**src/rtl/channel_rr_merge.sv**
```systemverilog
// Round-robin merge of M valid/ack input channels into one registered output
// channel; the rotating pointer starts each search just past the last grant.
module channel_rr_merge #(
  parameter int N = 8,
  parameter int M = 4,
  localparam int IW = $clog2(M)
) (
  input  logic           clk,
  input  logic           reset,
  input  logic [M*N-1:0] in_d,
  input  logic [M-1:0]   in_v,
  output logic [M-1:0]   in_a,
  input  logic [M-1:0]   enable,
  output logic [N-1:0]   out_d,
  output logic [IW-1:0]  out_idx,
  output logic           out_v,
  input  logic           out_a
);

  // Handshake: on every channel a word moves on a rising edge where v=1 and
  // a=1; v never depends on a, and in_a is combinational from in_v/enable.

  logic [N-1:0]  r_out_d;
  logic [IW-1:0] r_out_idx;
  logic          r_out_v;
  logic [IW-1:0] r_ptr;

  logic          w_load_ok;
  logic [M-1:0]  w_elig;
  logic          w_found;
  logic [IW-1:0] w_g;
  logic          w_grant;
  logic [N-1:0]  w_sel_d;

  assign w_load_ok = !r_out_v || out_a;
  assign w_elig    = in_v & enable;

  // Search upward from r_ptr with wrap; candidate kept one bit wider so the
  // wrap subtraction works for non-power-of-two M.
  always_comb begin
    logic [IW:0] w_cand;
    w_found = 1'b0;
    w_g     = '0;
    w_cand  = '0;
    for (int k = 0; k < M; k++) begin
      w_cand = {1'b0, r_ptr} + (IW+1)'(k);
      if (w_cand >= (IW+1)'(M)) begin
        w_cand = w_cand - (IW+1)'(M);
      end
      if (!w_found && w_elig[w_cand[IW-1:0]]) begin
        w_found = 1'b1;
        w_g     = w_cand[IW-1:0];
      end
    end
  end

  assign w_grant = !reset && w_load_ok && w_found;
  assign w_sel_d = in_d[w_g*N +: N];

  always_comb begin
    in_a = '0;
    if (w_grant) begin
      in_a[w_g] = 1'b1;
    end
  end

  always_ff @(posedge clk) begin
    if (reset) begin
      r_out_v   <= 1'b0;
      r_out_d   <= '0;
      r_out_idx <= '0;
      r_ptr     <= '0;
    end else if (w_grant) begin
      r_out_v   <= 1'b1;
      r_out_d   <= w_sel_d;
      r_out_idx <= w_g;
      r_ptr     <= (w_g == IW'(M-1)) ? '0 : w_g + 1'b1;
    end else if (w_load_ok) begin
      r_out_v   <= 1'b0;
    end
  end

  assign out_d   = r_out_d;
  assign out_idx = r_out_idx;
  assign out_v   = r_out_v;

endmodule

```
**config.mk**
```make
export PLATFORM = sky130hd
export DESIGN_NAME = channel_rr_merge
export DESIGN_NICKNAME = d
export VERILOG_FILES = /design/src/rtl/channel_rr_merge.sv
export SDC_FILE = /design/constraint.sdc
export NUM_CORES = 1
export LEC_CHECK = 0
export CAP_MARGIN = 30
export CORE_MARGIN = 4
export CORE_UTILIZATION = 55
export DETAILED_ROUTE_END_ITERATION = 8
export DONT_BUFFER_PORTS = 1
export PLACE_DENSITY = 0.67
export SKIP_CTS_REPAIR_TIMING = 1
export SYNTH_ARGS = -nofsm -noshare
export SYNTH_HDL_FRONTEND = slang
export SYNTH_SLANG_ARGS = --single-unit
```
**constraint.sdc**
```tcl
create_clock -name clk -period 1.9 [get_ports clk]
set_input_delay 0.19 -clock clk [delete_from_list [all_inputs] [get_ports clk]]
set_output_delay 0.19 -clock clk [all_outputs]
set_load 0.01 [all_outputs]
```
==> results.md <==
- The run finished with clean final reports.
- The number of antenna violations at the first check in global routing came to 0.
- For this run, global-route usage on met2 was measured as approximately 28%.
- The root buffer cell chosen for the clock tree is clkbuf_4.
- The total global routing track utilization is about a fifth.
- The arrival time of data at the critical path endpoint is roughly 1.7 ns.
- The buffer and inverter count on the worst path is 0.
- Synthesis inferred 13 register bits.
- The congestion estimate from routability-driven global placement came to 0.741.
- The max-capacitance violation count is 0.
- The critical path runs through a total of 4 cells.
- The detailed-router iteration count before antenna repair is 4.
- Traced cell by cell, the critical path runs through nor2b_2 -> a311o_2 -> a211oi_4 -> and2_4.
- The worst setup path is captured at an output pin.
- Setup violations remaining at the end of the flow were counted as 0.
- Entering global routing, the biggest net connects 20 pins.
- Cells with a size suffix above 1 make up 24.3% of the layout.
- The number of global-route vias before repair is 707.
- dfxtp_1 takes more of the synthesized area than any other cell.
- On the final layout, the worst hold slack is around 0.071 ns.
- The slowest stage of the critical path is the a311o_2 cell.
- For this run, the number of Yosys warnings is 0.
- The endpoint of the lowest-slack register-to-register path is out_d[4].
- The fmax is 0.544 GHz.
- The mapped netlist covers 810 sq um.
- The clock reaches the later pin of the worst-skew pair after ~0.27 ns.
- In this run the deepest clock path goes through 2 buffers.
- The met1 track utilization from global routing is approximately a quarter.
- The core area is around 0.0014 sq mm.
- The die covers about 0.0021 sq mm.
- The net total in the final layout is 147.
- The number of buffers inserted during clock tree synthesis is 3.
- The placed wire-length estimate is 1510 um.
- The wire length of the first global-routing pass is 2930 um.
- In this design, the stage delay of the slowest critical-path cell is 0.36 ns.
- Tracing the worst setup path back leads to its startpoint at out_v.
- The clock-pin slew of the registers on the worst-case setup and hold paths is 0.08 ns.
- The detail route stage leaves a number of antenna-violating nets equal to 0.
- The max-slew violation total from the final report is 0.
- The worst setup path is of the flop to output pin kind.
- The average wire length per cell after detail routing is 17.1 um.
- Dividing total power by cell area gives a power density of 777 mW/mm^2.
- The shortest period the worst path allows is about 1.8 ns.
- The detailed router finished its first iteration with 14 violations.
- The post-synthesis to final-layout area growth is 12.1%.
- The class of the most critical hold timing path is primary input to flop.
- Summed over all failing endpoints, the final setup total negative slack is 0 ns.
- The total routed wirelength is 2020 um.
- The capturing instance or port of the critical path is in_a[3].
- The antenna diode count is 0.
- The number of sinks on the clock net is 13.
- The post-synthesis cell count is between 90 and 100.
- The peak ir drop on the vdd network is 467 uV.
- When the netlist entered floorplanning its net count stood at 138.
- The average cell area after synthesis is 8.52 sq um.
- Counting cells, the worst reg-to-reg path comes to 6.
- The die is about 46 um wide.
- Once the floorplan was initialized, standard cells occupied 60.0% of the core.
- The share of the Yosys chip area taken by registers is between 30% and 40%.
- The final hold violation count came to 0.
- The count of buffers from port buffering is 0.
- The mean number of vias per cell is 6.56.
- In this run the static leakage power is ~0.00036 uW.
- The number of DRC violations after detailed routing is 0.
- After global routing the overflow that remains totals 0.
- The kind of cell with the highest combined delay along the critical path is compound AO/OA/AOI/OAI gates.
- The worst setup path is launched from a flop.
- Row generation in the floorplan step produced 13 rows.
- Detailed routing inserted a total of 774 vias.
- In this run the number of H-tree levels came out at 1.
- The headroom to the max-slew limit is 75.0%.
- By area the synthesized netlist is led by dfxtp_1, nand3_1, mux2i_1, o2111ai_1, nand2_1.
- For the final database, setup skew stands at 0.000769 ns.
- Of all nets on the critical path, the largest fanout is 5.
- After layout, the worst path uses 96.8% of the clock period.
- Setup repair after global routing left no endpoint under its margin.
- The overall power after layout is 705 uW.
- TritonCTS built the clock tree.
- The transition at the pin with the smallest max-transition slack is 0.376 ns.
- For this design the top-level I/O count stands at 58.
- The synthesized design devotes to its leading area cell type 32.1% of total area.
- The launch point of the worst reg-to-reg path is out_v.
- The peak-usage layer in the global routing report is met2.
- The height of the die is 46.4 um.
- The slack of the worst reg-to-reg path is 0.26 ns.
- The met3 layer usage reported by global route is 5.47%.
- The number of different library cells used by synthesis comes to 28.
- At the worst endpoint, the required time is approximately 1.7 ns.
[through the flow]
stage / std cells / worst slack [ns] / area [sq um] / utilization, %
after global routing: 118 / 0.00124 / 907 / 67.2
after global placement: 112 / 0.192 / 837 / 62.0
after floorplan: 95 / 0.121 / 810 / -
after CTS: 116 / -0.108 / 863 / 63.9
final: 118 / 0.0609 / 907 / 67.2
after detailed placement: 112 / 0.183 / 837 / 62.0
[metal layers]
layer / up-vias / share of wire, %
met5: - / 0
met4: 0 / 0.40
met3: 2 / 14
met2: 45 / 45
met1: 350 / 41
li1: 377 / -
[cell usage in the layout (no fill, tap or decap), types with 2 or more instances in the layout]
cell,instances
a21oi_1,2
and2_4,2
buf_4,8
clkbuf_4,3
dfxtp_1,11
dfxtp_2,2
mux2i_1,8
nand2_1,11
nand3_1,18
nand3b_1,2
nor2_1,7
o2111ai_1,8
o21ai_0,2
[power by group]
group,switching (uW),total [uW],internal (uW)
clock network,91.3,173,81.3
logic,94.4,178,83.8
registers,43.1,354,311
[worst min-delay path by stage]
stage	from	end	slack, ns	cells after the start
final	in_d[21]	out_d[5]	0.07	2
after global routing	in_d[19]	out_d[3]	0.07	2
after CTS	reset	out_idx[1]	-0.03	1
after detailed placement	reset	out_idx[1]	0.27	1
after global placement	reset	out_v	0.26	1
after floorplan	reset	out_idx[1]	0.26	1
[area by class of cell]
class | instances | area, sq um
Timing Repair Buffer | 9 | 70.1
Sequential cell | 13 | 263
Fill cell | 113 | 443
Multi-Input combinational cell | 77 | 529
Clock buffer | 4 | 26.3
Tap cell | 15 | 18.8
[cell usage after synthesis (all sizes together)]
master   number
nand3        18
dfxtp        13
nand2        11
mux2i         8
o2111ai       8
nor2          7
o21ai         4
clkbuf        3
a211oi        2
a21oi         2
and2          2
buf           2
nand3b        2
nor2b         2
a21bo         1
a22oi         1
a311o         1
a311oi        1
and3          1
and3b         1
nand2b        1
nand4         1
nand4b        1
o31a          1
xnor2         1
[state kept, by name (all words and copies together), names as in the netlist]
name / flops
out_d: 8
out_idx: 2
r_ptr: 2
out_v: 1
[cells by family after synthesis]
family | after synthesis | share of synthesized area (%)
buffers and inverters | 5 | 5.41
and+or+nand+nor | 47 | 29.4
xor gates and xnor gates | 1 | 1.08
muxes | 8 | 9.89
AOI/OAI and AO/OA | 21 | 22.1
DFF | 13 | 32.1
Note: power is estimated with default switching activity, not from simulation.
